**src/rtl/rx_frame_pkg.sv**
```systemverilog
// Shared types and helpers for the UART receive-frame shift register.
//   rx_state_t   : capture FSM states
//   cfg_ok()     : parameter range check used at elaboration
//   bit_reverse(): reverses the low n bits of a data field (MSB-first frames)
package rx_frame_pkg;

  typedef enum logic [1:0] {
    IDLE  = 2'd0,
    SHIFT = 2'd1,
    DONE  = 2'd2
  } rx_state_t;

  localparam int MIN_DATA_BITS = 5;
  localparam int MAX_DATA_BITS = 9;
  localparam int MIN_STOP_BITS = 1;
  localparam int MAX_STOP_BITS = 2;

  function automatic bit cfg_ok(input int data_bits, input int parity_en,
                                input int parity_odd, input int stop_bits,
                                input int lsb_first);
    return (data_bits >= MIN_DATA_BITS) && (data_bits <= MAX_DATA_BITS) &&
           (stop_bits >= MIN_STOP_BITS) && (stop_bits <= MAX_STOP_BITS) &&
           (parity_en inside {0, 1}) && (parity_odd inside {0, 1}) &&
           (lsb_first inside {0, 1});
  endfunction

  // Bit i of the result takes bit n-1-i of v; bits at or above n are zero.
  function automatic logic [MAX_DATA_BITS-1:0] bit_reverse(
      input logic [MAX_DATA_BITS-1:0] v, input int n);
    logic [MAX_DATA_BITS-1:0] r;
    r = '0;
    for (int i = 0; i < MAX_DATA_BITS; i++) begin
      if (i < n) r[i] = v[n-1-i];
    end
    return r;
  endfunction

endpackage

```
**src/rtl/rx_frame_sr_shift_reg.sv**
```systemverilog
// frame_shift_reg: synchronous-reset right shift register with enable.
//   clk, rst   : clock, synchronous active-high reset
//   en         : shift this cycle
//   serial_in  : bit entering at the MSB
//   q          : register contents; the oldest bit ends up at q[0]
module frame_shift_reg #(
  parameter int WIDTH = 10
) (
  input  logic             clk,
  input  logic             rst,
  input  logic             en,
  input  logic             serial_in,
  output logic [WIDTH-1:0] q
);

  // NOTE: sequential state is written with non-blocking assignments only, so
  // every flop samples pre-edge values regardless of process ordering.
  always_ff @(posedge clk) begin
    if (rst)     q <= '0;
    else if (en) q <= {serial_in, q[WIDTH-1:1]};
  end

endmodule

```
**src/rtl/rx_frame_sr.sv**
```systemverilog
// rx_frame_sr: captures one UART frame (data, optional parity, 1-2 stop bits)
// on shift_strobe after frame_start, then decodes and reports it.
//   clk, rst       : clock, synchronous active-high reset
//   frame_start    : start bit validated; (re)arms capture
//   shift_strobe   : sample serial_in this cycle
//   serial_in      : synchronised RX line
//   packet_data    : data of last completed frame, bit0 = first data LSB
//   stop_bit       : AND of received stop bits
//   parity_error   : parity mismatch (always 0 without parity)
//   framing_error  : some stop bit sampled 0
//   frame_done     : one-cycle pulse when the outputs above update
//   busy           : capture in progress (SHIFT or DONE)
module rx_frame_sr
  import rx_frame_pkg::*;
#(
  parameter int DATA_BITS  = 8,
  parameter int PARITY_EN  = 1,
  parameter int PARITY_ODD = 0,
  parameter int STOP_BITS  = 1,
  parameter int LSB_FIRST  = 1
) (
  input  logic                 clk,
  input  logic                 rst,
  input  logic                 frame_start,
  input  logic                 shift_strobe,
  input  logic                 serial_in,
  output logic [DATA_BITS-1:0] packet_data,
  output logic                 stop_bit,
  output logic                 parity_error,
  output logic                 framing_error,
  output logic                 frame_done,
  output logic                 busy
);

  localparam int FRAME_W = DATA_BITS + PARITY_EN + STOP_BITS;
  localparam int CNT_W   = $clog2(FRAME_W + 1);

  if (!cfg_ok(DATA_BITS, PARITY_EN, PARITY_ODD, STOP_BITS, LSB_FIRST)) begin : g_bad_cfg
    $error("rx_frame_sr: parameter out of range");
  end

  rx_state_t          state, state_next;
  logic [CNT_W-1:0]   count;
  logic [FRAME_W-1:0] sr;
  logic               sr_en, capture, last_bit;

  frame_shift_reg #(.WIDTH(FRAME_W)) u_sr (
    .clk       (clk),
    .rst       (rst),
    .en        (sr_en),
    .serial_in (serial_in),
    .q         (sr)
  );

  assign last_bit = (count == CNT_W'(FRAME_W - 1));

  // State register
  always_ff @(posedge clk) begin
    if (rst) state <= IDLE;
    else     state <= state_next;
  end

  // NOTE: every signal assigned in always_comb gets a default first, so no
  // path through the block can leave it unassigned and infer a latch.
  always_comb begin
    state_next = state;
    unique case (state)
      IDLE:    if (frame_start) state_next = SHIFT;
      SHIFT:   if (frame_start)                    state_next = SHIFT;
               else if (shift_strobe && last_bit)  state_next = DONE;
      DONE:    state_next = frame_start ? SHIFT : IDLE;
      default: state_next = IDLE;
    endcase
  end

  // Outputs of the FSM; frame_start beats a coincident strobe.
  always_comb begin
    busy    = (state != IDLE);
    capture = (state == DONE);
    sr_en   = (state == SHIFT) && shift_strobe && !frame_start;
  end

  // Bit counter: cleared by frame_start, stops at FRAME_W once DONE is entered.
  always_ff @(posedge clk) begin
    if (rst)              count <= '0;
    else if (frame_start) count <= '0;
    else if (sr_en)       count <= count + 1'b1;
  end

  // Decode of the captured frame
  logic [DATA_BITS-1:0]     data_wire, data_dec;
  logic [MAX_DATA_BITS-1:0] data_wide;
  logic [STOP_BITS-1:0]     stop_field;
  logic                     par_bit, par_x, perr_dec;

  if (PARITY_EN != 0) begin : g_par
    assign par_bit = sr[DATA_BITS];
  end else begin : g_no_par
    assign par_bit = 1'b0;
  end

  always_comb begin
    data_wire              = sr[DATA_BITS-1:0];
    data_wide              = '0;
    data_wide[DATA_BITS-1:0] = data_wire;
    // MSB-first frames land with the MSB at bit0 and need flipping.
    data_dec   = (LSB_FIRST != 0) ? data_wire
                                  : DATA_BITS'(bit_reverse(data_wide, DATA_BITS));
    stop_field = sr[FRAME_W-1 -: STOP_BITS];
    par_x      = (^data_wire) ^ par_bit;
    perr_dec   = (PARITY_EN == 0) ? 1'b0 : ((PARITY_ODD != 0) ? ~par_x : par_x);
  end

  // Two-stage reporting: decode registered in DONE, published one edge later.
  logic [DATA_BITS-1:0] dec_data;
  logic                 dec_stop, dec_perr, dec_ferr, dec_valid;

  always_ff @(posedge clk) begin
    if (rst) begin
      dec_data      <= '0;
      dec_stop      <= 1'b1;
      dec_perr      <= 1'b0;
      dec_ferr      <= 1'b0;
      dec_valid     <= 1'b0;
      packet_data   <= '0;
      stop_bit      <= 1'b1;
      parity_error  <= 1'b0;
      framing_error <= 1'b0;
      frame_done    <= 1'b0;
    end else begin
      dec_valid  <= capture;
      frame_done <= dec_valid;
      if (capture) begin
        dec_data <= data_dec;
        dec_stop <= &stop_field;
        dec_perr <= perr_dec;
        dec_ferr <= ~(&stop_field);
      end
      if (dec_valid) begin
        packet_data   <= dec_data;
        stop_bit      <= dec_stop;
        parity_error  <= dec_perr;
        framing_error <= dec_ferr;
      end
    end
  end

endmodule

```
**config.mk**
```make
export PLATFORM = sky130hd
export DESIGN_NAME = rx_frame_sr
export DESIGN_NICKNAME = d
export VERILOG_FILES = /design/src/rtl/rx_frame_pkg.sv /design/src/rtl/rx_frame_sr_shift_reg.sv /design/src/rtl/rx_frame_sr.sv
export SDC_FILE = /design/constraint.sdc
export NUM_CORES = 1
export LEC_CHECK = 0
export BUFFER_PORTS_ARGS = -buffer_cell sky130_fd_sc_hd__buf_2
export CAP_MARGIN = 20
export CORE_MARGIN = 4
export CORE_UTILIZATION = 45
export DETAILED_ROUTE_END_ITERATION = 10
export SLEW_MARGIN = 20
export SYNTH_ARGS = -nofsm -noshare
export SYNTH_HDL_FRONTEND = slang
export SYNTH_SLANG_ARGS = --single-unit
```
**constraint.sdc**
```tcl
create_clock -name clk -period 1.66 [get_ports clk]
set_input_delay 0.166 -clock clk [delete_from_list [all_inputs] [get_ports clk]]
set_output_delay 0.166 -clock clk [all_outputs]
set_load 0.01 [all_outputs]
```
Yosys cells after proc, flatten, opt, wreduce, memory -nomap -nowiden
Index checks and enable logic that the tools add are counted.
{ "word_totals": {"reg_bits": 40, "latchBits": 0, "ramBits": 0, "romBits": 0, "input_bits": 5, "output_inout_bits": 13, "wordCells": 35, "mem_count": 0} }
{ "op_classes": {"addsub": 1, "mul": 0, "div_mod_pow": 0, "n_lt_le_gt_ge": 0, "eq_ne": 5, "shift": 0, "mux": 5, "n_bitwise": 2, "reduce_logical": 9} }
{ "op_table": {"columns": ["cell", "n"], "rows": [
  ["8-bit parity", 1],
  ["2-bit 2-to-1 mux", 3],
  ["2-bit one-hot mux with 3 select lines", 1],
  ["4-bit by 1-bit adder with 4-bit output, second input constant", 1],
  ["4-bit == test, second input constant", 1],
  ["1-bit logical AND", 3],
  ["3-bit != test, second input constant", 1],
  ["2-bit by 1-bit == test with 1-bit output, second input constant", 1],
  ["2-bit == test, second input constant", 1],
  ["2-bit logical NOT", 1],
  ["2-bit != test, second input constant", 1],
  ["2-bit AND reduction", 1],
  ["2-bit nonzero test", 1],
  ["2-bit OR reduction", 1],
  ["1-bit logical NOT", 1],
  ["1-bit 2-to-1 mux", 1],
  ["1-bit NOT", 1],
  ["1-bit bitwise XOR", 1]
]} }

Logic depth before layout (Yosys ltp)
{ "logic_depth": {"ltp_word": 5, "ltp_mapped": 5, "mapped_depth_nobuf": 5} }

Modules after synthesis
From an unflattened synthesis, not the netlist that was laid out.
{ "hier_totals": {"cells_unflattened": 153, "area_unflattened_um2": 1522.7} }
{ "by_module_without_submodules": {"columns": ["module", "n_inst", "cells_each", "area_per_inst_um2", "seq_area_each_um2"], "rows": [
  ["rx_frame_sr", 1, 121, 1169.9, 600.6],
  ["frame_shift_reg", 1, 32, 352.8, 200.2]
]} }

Least setup slack after synthesis
No wires, ideal clock.
{ "synth_timing": {"path_kind": "flip-flop to flip-flop", "start": "register state[1]", "end": "register u_sr.q[3]", "setup_ns": 0.132, "arrival_time_ns": 1.183, "t_required_ns": 1.528, "setup_slack_ns": 0.345, "stages_incl_launch_ff": 6, "path_buffers": 1, "synth_period_minus_slack_ns": 1.315, "cell_sequence": "dfxtp_1 -> nand2b_1 -> or3b_2 -> buf_4 -> nand2_1 -> a21oi_1"} }
{ "synth_via": {"elab_chain_len": 3} }
{ "synth_rtl": {"columns": ["item", "line_no", "source"], "rows": [
  ["start, declared", "rx_frame_sr.sv:42", "rx_state_t state, state_next;"],
  ["start signal, assigned", "rx_frame_sr.sv:60", "else state <= state_next;"],
  ["2-bit by 1-bit == test with 1-bit output", "rx_frame_sr.sv:80", "sr_en = (state == SHIFT) && shift_strobe && !frame_start;"],
  ["1-bit logical AND (2 in series)", "rx_frame_sr.sv:80", null],
  ["end signal, assigned", "rx_frame_sr_shift_reg.sv:20", "else if (en) q <= {serial_in, q[WIDTH-1:1]};"],
  ["end, declared", "rx_frame_sr_shift_reg.sv:13", "output logic [WIDTH-1:0] q"]
]} }
No other way between the ends.
A chain may end at the register's enable or synchronous reset.

Worst setup path in the final report
{ "layout_timing": {"start": "register state[1]", "end": "register u_sr.q[8]"} }
Same word-level chain as after synthesis.

==> impl_metrics.py <==
metrics = {
    "clock_tree": {
        "tritoncts": "yes",
        "cts.root.buffer_cell": "clkbuf_4",
        "cts_buffers": 5,
        "clock_path_buffers": 2,
        "cts_repair_resize_count": 0,
        "clk_pin_slew_ns": 0.11,
        "post_cts_hold_buffers": 0,
        "cts.repair_timing.setup_buffer_count": 0,
        "number_of_sinks_on_the_clock_net": 40,
        "clock_tree.htree_level_count": 2,
        "clk-insertion-delay-late_ns": 0.33,
    },
    "sta": {
        "min_period_over_period": 0.8523,
        "finalHoldViolCount": 0,
        "finalCriticalPeriod_ns": 1.415,
        "slew_violations": 0,
        "fmaxAchievable_ghz": 0.7068,
        "worst_slew_pin_slew_ns": 0.5074,
        "relSlewSlack": 0.6617,
        "finalSetupViolations": 0,
        "grt_setup_unrepaired": "no",
        "final.setup.tns_ns": 0,
        "clock_skew_ns": 0.003266,
    },
    "global_routing": {
        "grt_first_pass_wirelength_um": 4664,
        "via_count_of_the_first_global_routing_pass": 1035,
        "globalRouteOverflowTotal": 0,
        "global_route.usage.total": 0.1384,
        "initial_antenna_violation_count": 0,
        "grt_start_max_net_pins": 31,
    },
    "worst_setup_path": {
        "r2r-end": "u_sr.q[8]",
        "worstSetupEndpointType": "flop",
        "critPathLaunch": "state[1]",
        "path_class": "flop to flop",
        "critical_path.n_buffers_inverters": 0,
        "crit_required_ns": 1.87,
        "cp_slowest_stage_delay_ns": 0.59,
        "r2r_cells": 4,
        "critPathTopFamily": "simple AND/OR/NAND/NOR gates",
        "cp_slowest_cell": "or3b_2",
        "critical_path_arrival_ns": 1.62,
        "timing.reg2reg.setup_slack_ns": 0.25,
        "crit_path_max_fanout": 10,
        "worst_r2r_startpoint": "state[1]",
        "worstPathCellList": "nand2b_1 -> or3b_2 -> nand2_1 -> a21oi_1",
        "start_kind": "flop",
    },
    "synth": {
        "synth_cells": 165,
        "synth-edff-count": 0,
        "post_synth_num_cell_types": 30,
        "yosysWarningCount": 0,
        "ys_seq_area_frac": 0.5267,
        "synth_nets": 172,
        "synth-seq-cells": 40,
        "synth-main-ff-cell": "dfxtp_1",
        "synth-async-reset-ratio": 0,
        "syn-cell-area_um2": 1520,
        "syn-mean-instance-area_um2": 9.213,
    },
    "min_path": {
        "min_path_cells": 3,
        "hold_path.class": "input port to flop",
        "whs_endpoint": "u_sr.q[9]",
        "hold_start": "serial_in",
    },
    "floorplan": {
        "floorplan.initialDensity": 0.4821,
        "ioPinCount": 18,
        "fp-row-count": 20,
        "placeableCoreArea_um2": 3153,
        "die_area_um2": 4372,
        "die_h_um": 66.12,
        "dieWidth_um": 66.12,
    },
    "pwr": {
        "power_leakage_nw": 0.6364,
        "cellPowerDensity_nw_per_um2": 863.1,
        "vdd_drop_max_v": 0.0005882,
    },
    "detailed_routing": {
        "drt-vias-per-instance": 4.842,
        "detailedRoute.firstPassIterationCount": 4,
        "drt_iter0_drc": 28,
        "drc_errors": 0,
        "wire_per_inst_um": 11.25,
        "final_antenna_net_count": 0,
        "routed-via-count": 1104,
        "wirelength_um": 2566,
    },
    "placement": {
        "detailed_place_hpwl_um": 1898,
        "dp.cells": 221,
        "port-buffer-count": 17,
        "final_gp_congestion": 0.6971,
    },
    "layout": {
        "drive_gt1_frac": 0.1685,
        "diodes": 0,
        "final_cells": 228,
        "final.fill_count": 304,
        "nets": 191,
        "layout-area-overhead-vs-synth_pct": 11.61,
    },
    "job": {
        "drv.max_cap_violation_count": 0,
    },
    "status": {
        "result_of_the_run": "completed",
    },
}
-- routing by layer --
| metal | part of all wire | GRT usage | up-vias |
|---|---|---|---|
| met5 | 0 | 0 | - |
| met4 | 0.012 | 0.06091 | 0 |
| li1 | - | - | 582 |
| met1 | 0.48 | 0.1684 | 502 |
| met2 | 0.46 | 0.2230 | 16 |
| met3 | 0.043 | 0.04252 | 4 |
-- power by group --
group | leakage, nW | switching, mW | internal [mW]
combinational | 0.287 | 0.0291 | 0.0149
clock | 0.0271 | 0.299 | 0.155
sequential | 0.323 | 0.00412 | 0.963
-- worst max path at each step --
stage	to	slack (ns)	cells after the start
finish	u_sr.q[8]	0.25	4
global route	u_sr.q[7]	0.13	4
CTS	u_sr.q[8]	0.23	4
detailed placement	u_sr.q[8]	0.25	4
global placement	u_sr.q[9]	0.30	4
floorplan	u_sr.q[3]	0.34	5
-- worst min-delay path, stage by stage --
cell,delay [ns]
buf_2,0.10
nand2_1,0.05
a21oi_1,0.05
-- per-stage QoR --
| stage | hold WS [ns] | util | cell area, µm² | power, mW | worst slack, ns |
|---|---|---|---|---|---|
| 6_report | 0.05974 | 0.5381 | 1697 | 1.464 | 0.2451 |
| 5_1_grt | 0.05478 | 0.5381 | 1697 | 1.549 | 0.1340 |
| 4_1_cts | 0.05331 | 0.5381 | 1697 | 1.484 | 0.2317 |
| 3_5_place_dp | 0.4238 | 0.5222 | 1647 | 1.034 | 0.2468 |
| 3_3_place_gp | 0.4080 | 0.5222 | 1647 | 1.032 | 0.2970 |
| 2_1_floorplan | 0.2428 | - | 1520 | 1.019 | 0.3449 |
-- cell families (layout without fill, tap and decap cells) --
kind of cell / after synthesis / in the layout / share of synthesized area
AOI/OAI and AO/OA: 25 / 25 / 0.09301
xor gates and xnor gates: 9 / 9 / 0.06090
adders and majority gates: 2 / 2 / 0.01646
buffers and inverters: 11 / 30 / 0.03621
DFF: 40 / 40 / 0.5268
muxes: 10 / 10 / 0.06585
and+or+nand+nor: 68 / 68 / 0.2008
-- area by class of cell --
type	count	area, µm²	area share
Clock inverter	2	12.51	0.007375
Clock buffer	5	37.54	0.02212
Sequential cell	40	800.8	0.4720
Multi-Input combinational cell	114	664.4	0.3916
Inverter	1	3.754	0.002212
Tap cell	44	55.05	0.03245
Timing Repair Buffer	22	122.6	0.07227
-- flip-flops by register name (all words and copies together) (netlist names), 2 cells and up --
name	count
u_sr.q	10
packet_data	8
count	4
dec_data	8
state	2
-- layout by cell type (no fill, tap or decap), drive strengths merged --
cell,netlist,final
o211ai,1,1
xnor2,4,4
dfxtp,40,40
nor2,12,12
nand2,40,40
a2111oi,1,1
a211oi,1,1
mux2i,10,10
nand3b,2,2
o21a,1,1
a21oi,20,20
buf,5,22
nor4,1,1
nand4b,1,1
clkinv,0,1
clkbuf,5,5
xor2,4,4
and4bb,1,1
or2,1,1
clkinvlp,0,1
ha,2,2
inv,1,1
a211o,1,1
or3b,1,1
nor3,3,3
nor2b,3,3
nand2b,2,2
nand4,1,1
xnor3,1,1
-- synth_stat cells, types with 2 or more instances --
| master | n | area [µm²] |
|---|---|---|
| dfxtp_1 | 40 | 800.8 |
| nand3b_1 | 2 | 15.01 |
| nand2b_1 | 2 | 12.51 |
| mux2i_1 | 10 | 100.1 |
| a21oi_1 | 20 | 100.1 |
| buf_2 | 2 | 10.01 |
| clkbuf_1 | 5 | 18.77 |
| nand2_1 | 40 | 150.1 |
| nor3_1 | 3 | 15.01 |
| xor2_1 | 4 | 35.03 |
| ha_1 | 2 | 25.02 |
| nor2b_1 | 3 | 18.77 |
| xnor2_1 | 4 | 35.03 |
| nor2_1 | 12 | 45.04 |
(Power assumes the default switching activity.)
